===== src/rtl/i2c_pkg.sv =====
// Shared constants for the I2C slave front end, the slave byte engine and the bench.
package i2c_pkg;

  localparam int   I2C_FILT_LEN_DEF = 4;        // 80 ns at 50 MHz
  localparam int   I2C_TIMEOUT_DEF  = 1750000;  // 35 ms at 50 MHz
  localparam int   I2C_TO_W_DEF     = 21;
  localparam logic I2C_IDLE_LVL     = 1'b1;

  // One conditioned line: settled level plus its one-cycle edge strobes.
  typedef struct packed {
    logic level;
    logic rise;
    logic fall;
  } line_t;

endpackage


===== src/rtl/i2c_glitch_filter.sv =====
// Two-flop synchroniser plus stability counter for one open-drain line;
// the level only moves after FILT_LEN consecutive cycles of disagreement.
module i2c_glitch_filter
  import i2c_pkg::*;
#(
  parameter int FILT_LEN = I2C_FILT_LEN_DEF
) (
  input  logic clk,
  input  logic reset,
  input  logic raw,
  output logic level,
  output logic rise,
  output logic fall
);

  localparam int CNT_W = (FILT_LEN > 1) ? $clog2(FILT_LEN) : 1;

  logic             s1_q, s2_q;
  logic             level_q, level_d;
  logic [CNT_W-1:0] cnt_q, cnt_d;
  logic             rise_q, rise_d;
  logic             fall_q, fall_d;

  // NOTE: sequential state uses <= so every flop samples pre-edge values; blocking here would collapse the sync pair.
  always_ff @(posedge clk) begin
    if (reset) begin
      s1_q    <= I2C_IDLE_LVL;
      s2_q    <= I2C_IDLE_LVL;
      level_q <= I2C_IDLE_LVL;
      cnt_q   <= '0;
      rise_q  <= 1'b0;
      fall_q  <= 1'b0;
    end else begin
      s1_q    <= raw;
      s2_q    <= s1_q;
      level_q <= level_d;
      cnt_q   <= cnt_d;
      rise_q  <= rise_d;
      fall_q  <= fall_d;
    end
  end

  // NOTE: every always_comb output is defaulted first so no path leaves it unassigned (no latch).
  always_comb begin
    level_d = level_q;
    cnt_d   = '0;
    rise_d  = 1'b0;
    fall_d  = 1'b0;
    if (s2_q != level_q) begin
      if (cnt_q == CNT_W'(FILT_LEN - 1)) begin
        level_d = s2_q;
        rise_d  = s2_q;
        fall_d  = ~s2_q;
      end else begin
        cnt_d = cnt_q + 1'b1;
      end
    end
  end

  assign level = level_q;
  assign rise  = rise_q;
  assign fall  = fall_q;

endmodule


===== src/rtl/i2c_line_conditioner.sv =====
// I2C pad front end: filtered SCL/SDA, edge strobes, START/STOP decode,
// bus-busy tracking and SCL-stuck-low timeout.
module i2c_line_conditioner
  import i2c_pkg::*;
#(
  parameter int FILT_LEN    = I2C_FILT_LEN_DEF,
  parameter int TIMEOUT_CYC = I2C_TIMEOUT_DEF,
  parameter int TO_W        = I2C_TO_W_DEF
) (
  input  logic clk,
  input  logic reset,
  input  logic scl_in,
  input  logic sda_in,
  output logic scl_f,
  output logic sda_f,
  output logic scl_rise,
  output logic scl_fall,
  output logic start_det,
  output logic stop_det,
  output logic bus_busy,
  output logic timeout
);

  line_t scl_l, sda_l;

  i2c_glitch_filter #(.FILT_LEN(FILT_LEN)) u_scl_filt (
    .clk   (clk),
    .reset (reset),
    .raw   (scl_in),
    .level (scl_l.level),
    .rise  (scl_l.rise),
    .fall  (scl_l.fall)
  );

  i2c_glitch_filter #(.FILT_LEN(FILT_LEN)) u_sda_filt (
    .clk   (clk),
    .reset (reset),
    .raw   (sda_in),
    .level (sda_l.level),
    .rise  (sda_l.rise),
    .fall  (sda_l.fall)
  );

  logic            scl_steady;
  logic            start_c, stop_c, timeout_c;
  logic            busy_q, busy_d;
  logic [TO_W-1:0] to_cnt_q, to_cnt_d;

  // Decode is a pure AND of flop outputs, so strobes line up with the level
  // update and nothing combinational reaches an output from a pad.
  // An SDA move in the same cycle as an SCL move is a hold violation, not START/STOP.
  assign scl_steady = ~(scl_l.rise | scl_l.fall);
  assign start_c    = sda_l.fall & scl_l.level & scl_steady;
  assign stop_c     = sda_l.rise & scl_l.level & scl_steady;
  assign timeout_c  = busy_q & ~scl_l.level & (to_cnt_q == TO_W'(TIMEOUT_CYC - 1));

  always_ff @(posedge clk) begin
    if (reset) begin
      busy_q   <= 1'b0;
      to_cnt_q <= '0;
    end else begin
      busy_q   <= busy_d;
      to_cnt_q <= to_cnt_d;
    end
  end

  always_comb begin
    busy_d   = busy_q;
    to_cnt_d = '0;
    if (start_c) begin
      busy_d = 1'b1;
    end else if (stop_c || timeout_c) begin
      busy_d = 1'b0;
    end
    if (busy_q && !scl_l.level && !timeout_c) begin
      to_cnt_d = to_cnt_q + 1'b1;
    end
  end

  assign scl_f     = scl_l.level;
  assign sda_f     = sda_l.level;
  assign scl_rise  = scl_l.rise;
  assign scl_fall  = scl_l.fall;
  assign start_det = start_c;
  assign stop_det  = stop_c;
  assign bus_busy  = busy_q;
  assign timeout   = timeout_c;

endmodule


===== config.mk =====
export PLATFORM = sky130hd
export DESIGN_NAME = i2c_line_conditioner
export DESIGN_NICKNAME = d
export VERILOG_FILES = /design/src/rtl/i2c_pkg.sv /design/src/rtl/i2c_glitch_filter.sv /design/src/rtl/i2c_line_conditioner.sv
export SDC_FILE = /design/constraint.sdc
export NUM_CORES = 1
export LEC_CHECK = 0
export ABC_AREA = 0
export CAP_MARGIN = 20
export CORE_MARGIN = 2
export CORE_UTILIZATION = 50
export DETAILED_ROUTE_END_ITERATION = 6
export GPL_TIMING_DRIVEN = 0
export PLACE_DENSITY = 0.81
export SYNTH_ARGS = -nofsm -noshare
export SYNTH_HDL_FRONTEND = slang
export SYNTH_SLANG_ARGS = --single-unit

===== constraint.sdc =====
create_clock -name clk -period 2.3 [get_ports clk]
set_input_delay 0.46 -clock clk [delete_from_list [all_inputs] [get_ports clk]]
set_output_delay 0.46 -clock clk [all_outputs]
set_load 0.01 [all_outputs]

==> results of run 1 <==
final timing paths:
path / from / slack (ns) / endpoint
min reg2reg: u_sda_filt.cnt_q[0]$_SDFF_PP0_ / 0.43 / u_sda_filt.cnt_q[0]$_SDFF_PP0_
max reg2reg: to_cnt_q[10]$_SDFF_PP0_ / 0.20 / to_cnt_q[10]$_SDFF_PP0_
min: u_sda_filt.cnt_q[0]$_SDFF_PP0_ / 0.43 / u_sda_filt.cnt_q[0]$_SDFF_PP0_
max: to_cnt_q[10]$_SDFF_PP0_ / -0.02 / timeout
metal layers:
metal / global-route usage, % / vias up / share of wire, %
li1: - / 645 / -
met1: 26.3 / 679 / 40
met2: 39.8 / 74 / 51
met3: 6.93 / 17 / 6.0
met4: 10.8 / 0 / 3.5
met5: 0 / - / 0
cells in the mapped netlist:
master	instances
buf_2	2
mux2i_1	3
nand4_4	1
and4_1	5
nor2_1	21
nor4_1	6
or3_1	6
inv_1	7
ha_1	3
dfxtp_1	36
o21bai_1	1
or2_2	4
nor2b_1	1
o31ai_4	1
nand2b_1	1
or4_4	1
or4_1	1
nor3_1	2
xor2_1	3
nand2_1	8
o21ai_0	5
nand3_1	10
a21oi_1	5
nand4_1	6
nor4bb_1	6
and2_1	1
or3_4	1
clkbuf_1	1
o211a_1	1
xnor2_1	12
and3_1	2
a21oi_2	1
final cells by class:
class | instances | area share, %
buffer | 3 | 0.707
clock buffer | 5 | 1.93
clock inverter | 3 | 2.19
inverter | 7 | 1.35
multi-input combinational | 118 | 43.9
sequential | 36 | 38.2
tap | 33 | 2.12
timing repair buffer | 22 | 9.65
flip-flops by register name (all words and copies together) (netlist names):
name              count
to_cnt_q             21
u_scl_filt.cnt_q      2
u_sda_filt.cnt_q      2
bus_busy              1
u_scl_filt.fall       1
u_scl_filt.level      1
u_scl_filt.rise       1
u_scl_filt.s1_q       1
u_scl_filt.s2_q       1
u_sda_filt.fall       1
u_sda_filt.level      1
u_sda_filt.rise       1
u_sda_filt.s1_q       1
u_sda_filt.s2_q       1
worst reg2reg max path: stages, from the launching register on:
cell and delay [ns]:
dfxtp_4 0.39, nor4_4 0.31, nand4_1 0.18, buf_4 0.17
buf_4 0.12, buf_4 0.12, buf_4 0.13, o31ai_4 0.22
buf_2 0.28, nor2_1 0.08
power groups by stage:
stage               combinational (mW)  clock, mW  sequential (mW)
floorplan                      0.00821          0            0.643
global placement                0.0152          0            0.644
detailed placement              0.0158          0            0.645
CTS                             0.0162      0.454            0.627
global route                    0.0181      0.472            0.626
finish                          0.0167      0.449            0.626
logic make-up (layout without fill, tap and decap cells):
logic type                 after synthesis  in the layout
buffers and inverters                   10             40
muxes                                    3              3
xor gates and xnor gates                15             15
AOI/OAI and AO/OA                       14             14
and+or+nand+nor                         83             83
DFF                                     36             36
adders and majority gates                3              3
stage by stage:
| stage | setup TNS [ns] | power, mW |
|---|---|---|
| 2_1_floorplan | 0 | 0.652 |
| 3_3_place_gp | -0.111 | 0.659 |
| 3_5_place_dp | -0.106 | 0.660 |
| 4_1_cts | -0.0403 | 1.10 |
| 5_1_grt | -0.0758 | 1.12 |
| 6_report | -0.0160 | 1.09 |
timing repair:
action | 4_1_cts | 5_1_grt
buffers inserted | 7 | 4
pin swaps | 1 | 5
gates resized for setup | 24 | 6
hold buffers | 0 | 0
endpoints found under the setup margin | 2 | 13
==> results.md, run 1 <==
Timing:
- After layout, the worst setup slack is -0.0160 ns.
- The final critical-path share of the clock period is 101%.
- The number of hold-slack violations in the final timing report is 0.
- Setup violations remaining at the end of the flow were counted as 1.
- The fmax is 0.432 GHz.
- The max-slew violation count is 0.
- Hold timing on the final database bottoms out at a slack of 0.428 ns.
- The slew of the pin with the lowest slew margin is 0.416 ns.
- The normalized max-slew margin is 72.3%.
- The final setup skew is 0.00836 ns.
- After layout, the minimum clock period comes to 2.32 ns.
- Setup repair after global routing could not meet its margin everywhere.

Run status:
- The flow ran to the end, but the final reports show violations.
- The final reports fail on setup timing.

Synthesis:
- The simple-gate share of the synthesized area is 31.8%.
- The total of flip-flops plus latches after synthesis is 36.
- Summing the sequential cell areas from Yosys gives 46.5% of the chip area.
- The number of warnings printed during yosys synthesis is 0.
- Summing the areas of all compound-gate instances in the mapped netlist gives 6.30% of the synthesized area.
- The number of nets handed over by synthesis was 171.
- The post-synthesis area per instance is 9.45 um2.
- The fraction of the mapped netlist area in adder cells is 2.42%.
- Summing every instance area after synthesis gives 1550 um2.
- Synthesis produced 164 cells.
- The top cell type by total area after synthesis is dfxtp_1.
- After synthesis, the netlist uses 32 different library cells.
- The mux share of post-synthesis cell area is 1.94%.
- The main combinational cell family by area after synthesis is simple AND/OR/NAND/NOR gates.
- The fraction of post-synthesis cell area in the top cell type by area is 46.5%.
- By area the synthesized netlist is led by dfxtp_1 46%, xnor2_1 6.8%, nor2_1 5.1%.
- After Yosys synthesis, XOR and XNOR cells account for 8.47% of the synthesized area.

Power and ir drop:
- The clock share of power is 41.1%.
- Cell internal power was estimated by the tool at 0.858 mW.
- Sequential cells account for 57.3% of the total power.
- The power per cell area is 561 nW/um2.
- The switching portion of total power is 21.3%.
- The static power due to leakage is 0.661 nW.
- The power spent charging and discharging nets is 0.233 mW.
- The share of total power dissipated in combinational logic is 1.5%.
- The worst supply voltage drop on vdd is 0.412 mV.

CTS:
- The number of levels the H-tree was split into is 2.
- After clock tree synthesis, the clock-pin slew on the worst setup and hold paths is 0.11 ns.
- The longest clock path from root to sink contains 2 buffers.
- The clock insertion delay at the later pin of the skew report is 0.35 ns.
- The number of buffers inserted during clock tree synthesis is 5.
- The clock root buffer is clkbuf_4.
- TritonCTS built the clock tree.
- The number of sinks handled by clock tree synthesis is 36.

Detailed routing:
- The first TritonRoute pass finished after 5 iterations.
- The detailed-route wire length is 3940 um.
- The routed layout has 1,415 vias.
- The detailed router finished its first iteration with 60 violations.
- The per-cell routed wire length is 17.3 um.
- Using the TritonRoute via totals, the vias-per-cell ratio works out to 6.23.
- The residual antenna-violating net count after detailed routing is 0.
- The total DRC errors in the routed layout is 0.

Global routing:
- Entering global routing, the biggest net connects 13 pins.
- In the global route stage, overall resource usage came out at 23.2%.
- The global-route wire length before repair is 6200 um.
- The via count of the first global-routing pass is 1,385.
- Global routing finished with a remaining overflow of 0.
- The initial antenna violation count was 0.

Cells and area:
- Counting the fill cells in the layout gives 225.
- 0 antenna diodes ended up in the layout.
- The commonest non-fill, non-tap cell in the layout is dfxtp_1.
- The finished layout holds 227 standard cells, fillers aside.
- The post-route cell area is 1950 um2.
- In the layout the commonest cells are 26 x dfxtp_1, 20 x nor2_1, 12 x xnor2_1.
- Cells with a size suffix above 1 make up 25.8% of the layout.
- The area of combinational cells with multiple inputs is 853 um2.
- The area growth from synthesis to layout is 25.5%.
- The share of the core filled with cells is 64.8%.
- The final net count is 200.
- Registers take 743 um2.

Floorplanning:
- The floorplan step defined a die boundary enclosing 3560 um2.
- In this run the core area contains 20 standard-cell rows.
- The die boundary height is 59.7 um.
- The starting utilization of the core area is 51.6%.
- For this design the top-level I/O count stands at 12.
- The total area inside the core boundary comes to 3000 um2.
- The die width is 59.7 um.

Placed design:
- OpenSTA, run right after detailed placement, puts the worst setup slack at -0.106 ns.
- The number of cells after detailed placement is 208.
- The placer's final routability congestion estimate is 0.916.
- In this run the cell area measured after placement is 1700 um2.
- The half-perimeter wire length after detailed placement is 2360 um.
- The number of input and output port buffers inserted is 11.

Critical path:
- Walking the worst path, the cells encountered are nor4_4 -> nand4_1 -> or3_4 -> nor2_2 -> buf_2.
- The largest stage delay on the critical path is 0.43 ns.
- The count of buffering cells on the critical path with inverters included is 1.
- The critical path data required time is 1.84 ns.
- STA classifies the critical path endpoint as an output pin.
- In this design, the largest share of critical-path delay is due to simple AND/OR/NAND/NOR gates.
- The worst setup path is of the flop to output pin kind.
- The cell at the slowest stage of the critical path is or3_4.
- The number of cells on the worst reg-to-reg path is 9.
- The critical path crosses 5 cells after its start point.
- The largest fanout on the critical path is 3.
- The worst setup path is launched from a flop.
- Data on the critical path arrives at its endpoint at 1.86 ns.

Hold path:
- The worst hold path depth is 1.
- The type of the most critical hold path is flop to flop.

Job:
- The max capacitance violation total is 0.
No activity file was read; power rests on OpenSTA's default activity.
==> run 2: changes to the inputs <==
Settings changed: CORE_UTILIZATION 50 to 56, PLACE_DENSITY 0.81 to 0.88, SLEW_MARGIN set to 20.
==> run 2 against run 1 <==
  * Clock power is 31% lower
  * Critical path depth stayed put
  * Design area is 2.3% lower
  * Clock-buffer cell count is 1 higher
  * Core utilization is 6.0 points higher
  * Setup slack better by 0.055 ns
  * Sequential power hardly changed
  * The flow now finishes without violations
==> results.md, run 2 (synthesis results as in run 1) <==
Detailed routing:
- The first routing iteration left 97 violations.
- The detailed-route wire length is 3520 um.
- In the routed design, unresolved DRC markers number 0.
- The residual antenna-violating net count after detailed routing is 0.
- The via count is 1,321.
- The per-cell routed wire length is 15.8 um.
- Dividing the detail-routed via count by the number of cells gives 5.92.
- The number of detailed-route iterations in the first pass is 4.

Critical path:
- By startpoint and endpoint, the worst setup path is classified as flop to output pin.
- The capturing point of the worst reg2reg path is to_cnt_q[3]$_SDFF_PP0_.
- The worst setup path startpoint is to_cnt_q[14]$_SDFF_PP0_.
- On the critical path, the stage with the largest delay is an instance of or3_4.
- The arrival time at the worst endpoint is 1.80 ns.
- Across all register-to-register paths, the minimum setup slack is 0.23 ns.
- The count of buffering cells on the critical path with inverters included is 1.
- STA puts the critical path data required time at 1.84 ns.
- The largest stage delay on the critical path is 0.43 ns.
- The launching point of the worst reg2reg path is to_cnt_q[14]$_SDFF_PP0_.
- The destination of the critical timing path is timeout.
- Along the worst path, the maximum fanout reaches 7.
- Counting cells, the worst reg-to-reg path comes to 9.
- The element type at the critical path end is an output pin.
- The startpoint kind of the worst setup timing path is a flop.
- The signal on the critical path passes through nor4_4 -> nand4_1 -> or3_4 -> nor2_4 -> buf_6.
- Counting buffers and inverters, the worst setup path is 5 cells deep.
- The family of cells with the greatest summed delay on the critical path is simple AND/OR/NAND/NOR gates.

Power and ir drop:
- Across the VDD grid, the largest voltage drop is 0.445 mV.
- Summed over all cells, the static leakage comes to 0.641 nW.
- Dividing total power by cell area gives a power density of 501 nW/um2.

Timing:
- The number of hold-slack violations in the final timing report came to 0.
- The normalized max-slew margin is 72.5%.
- After layout, the worst path uses 98.3% of the clock period.
- The final setup violation count is 0.
- The routed design could run at a clock period as short as 2.26 ns.
- The max-slew violation count was 0.
- The slew of the pin with the lowest slew margin is 0.408 ns.
- The fmax is 0.442 GHz.
- The setup slack of the critical path after layout is 0.0386 ns.
- Setup repair after global routing could not meet its margin everywhere.
- The clock arrives with 0.00903 ns of skew.

Floorplanning:
- The placeable core region is 2690 um2.
- The die is 56.6 um wide.
- The starting utilization of the core area is 57.7%.
- The cell row count is 19.
- The floorplan step defined a die boundary enclosing 3210 um2.
- In this run the count of I/O pins placed on the die edge is 12.
- From bottom edge to top edge, the die measures 56.6 um.

Cells and area:
- The number of flip-flops in the largest register is 21.
- In the layout the commonest cells are 27 x dfxtp_1, 20 x nor2_1, 12 x xnor2_1.
- The commonest non-fill, non-tap cell in the layout is dfxtp_1.
- More flip-flops sit in one register than any other, and that register is to_cnt_q.
- The post-synthesis to final-layout area growth is 22.6%.
- The share of the core filled with cells is 70.7%.
- The post-route netlist has 23.4% of its cells at a drive strength greater than 1.
- The net count of the finished layout is 199.
- The largest registers in the layout are to_cnt_q x21, u_scl_filt.cnt_q x2, u_sda_filt.cnt_q x2.
- The number of antenna repair diodes is 0.
- The number of non-filler instances in the completed layout is 223.

Global routing:
- For this run, the total global-route usage over all layers was measured as 23.2%.
- The global-route wire length before repair is 5660 um.
- The initial antenna violation count was 0.
- Entering global routing, the biggest net connects 11 pins.
- The total overflow left after global routing is 0.
- The via count of the first global-routing pass is 1,254.

CTS:
- Clock-pin slew was measured on the worst setup and hold paths at 0.10 ns.
- The cell sitting at the root of the clock tree is a clkbuf_4.
- In this run the deepest clock path goes through 2 buffers.
- The clock reaches the later pin of the worst-skew pair after 0.34 ns.
- The number of hold buffers added after CTS was 0.
- The clock tree from TritonCTS is yes.
- The number of sinks handled by clock tree synthesis is 36.
- The number of clock buffers added by TritonCTS is 5.
- The H-tree was split into 2 levels.

Placed design:
- Input and output buffers added on the ports amount to 11.
- The post-placement worst setup slack is -0.168 ns.
- Routability-driven placement finished with a final weighted congestion of 0.864.
- The half-perimeter wire length after detailed placement is 2260 um.
- Once placement completed, the tool counted placed cells totaling 206.

Job:
- Across the run, the number of max-cap violations was 0.

Run status:
- The flow ran to the end, and the final reports show no timing, DRC or antenna violations.

Hold path:
- In this run the worst hold path is classified as flop to flop.
- Counting instances, the worst hold path has a depth of 1.
[run 2: worst register-to-register path, cell delays in order (launching register included)]
cell     delay (ns)
dfxtp_4        0.39
nor4_4         0.27
nand4_1        0.17
buf_4          0.17
buf_4          0.12
buf_4          0.12
buf_4          0.13
o31ai_4        0.22
buf_2          0.28
nor2_1         0.10
[run 2: how the worst min path moves through the flow]
stage	start	slack (ns)	endpoint
finish	u_scl_filt.s1_q$_SDFF_PP1_	0.43	u_scl_filt.s2_q$_SDFF_PP1_
global route	u_scl_filt.s1_q$_SDFF_PP1_	0.44	u_scl_filt.s2_q$_SDFF_PP1_
floorplan	u_scl_filt.s1_q$_SDFF_PP1_	0.39	u_scl_filt.s2_q$_SDFF_PP1_
detailed placement	u_scl_filt.s1_q$_SDFF_PP1_	0.41	u_scl_filt.s2_q$_SDFF_PP1_
global placement	u_scl_filt.s1_q$_SDFF_PP1_	0.40	u_scl_filt.s2_q$_SDFF_PP1_
CTS	u_scl_filt.s1_q$_SDFF_PP1_	0.43	u_scl_filt.s2_q$_SDFF_PP1_
[run 2: timing repair]
action,CTS,global route
endpoints found under the setup margin,2,12
pin swaps,2,5
gates resized for setup,22,6
buffers inserted,6,4
[run 2: layout make-up]
cell class | instances | area [um2]
fill | 199 | 786
timing repair buffer | 21 | 186
clock inverter | 1 | 5.00
tap | 31 | 38.8
inverter | 7 | 26.3
clock buffer | 6 | 41.3
sequential | 36 | 739
buffer | 3 | 13.8
multi-input combinational | 118 | 850
[run 2: power breakdown]
part           leakage (nW)  internal, mW  switching (mW)
Combinational         0.317       0.00915         0.00665
Clock                0.0281         0.113           0.198
Sequential            0.296         0.624         0.00243
[run 2: per-layer routing]
metal	track usage, %	up-vias	wire length (um)
met2	38.9	70	1740
li1	-	638	-
met4	12.2	0	125
met3	5.99	15	225
met1	26.9	598	1430
met5	0	-	0
[run 2: stage by stage]
step                      setup TNS [ns]  hold slack [ns]  cell area [um2]  power (mW)
after global placement            -0.140            0.395             1700       0.659
after CTS                              0            0.432             1840       0.956
final                                  0            0.426             1900       0.953
after global routing             -0.0397            0.436             1900       0.989
after floorplan                        0            0.389             1550       0.652
after detailed placement          -0.168            0.405             1700       0.660
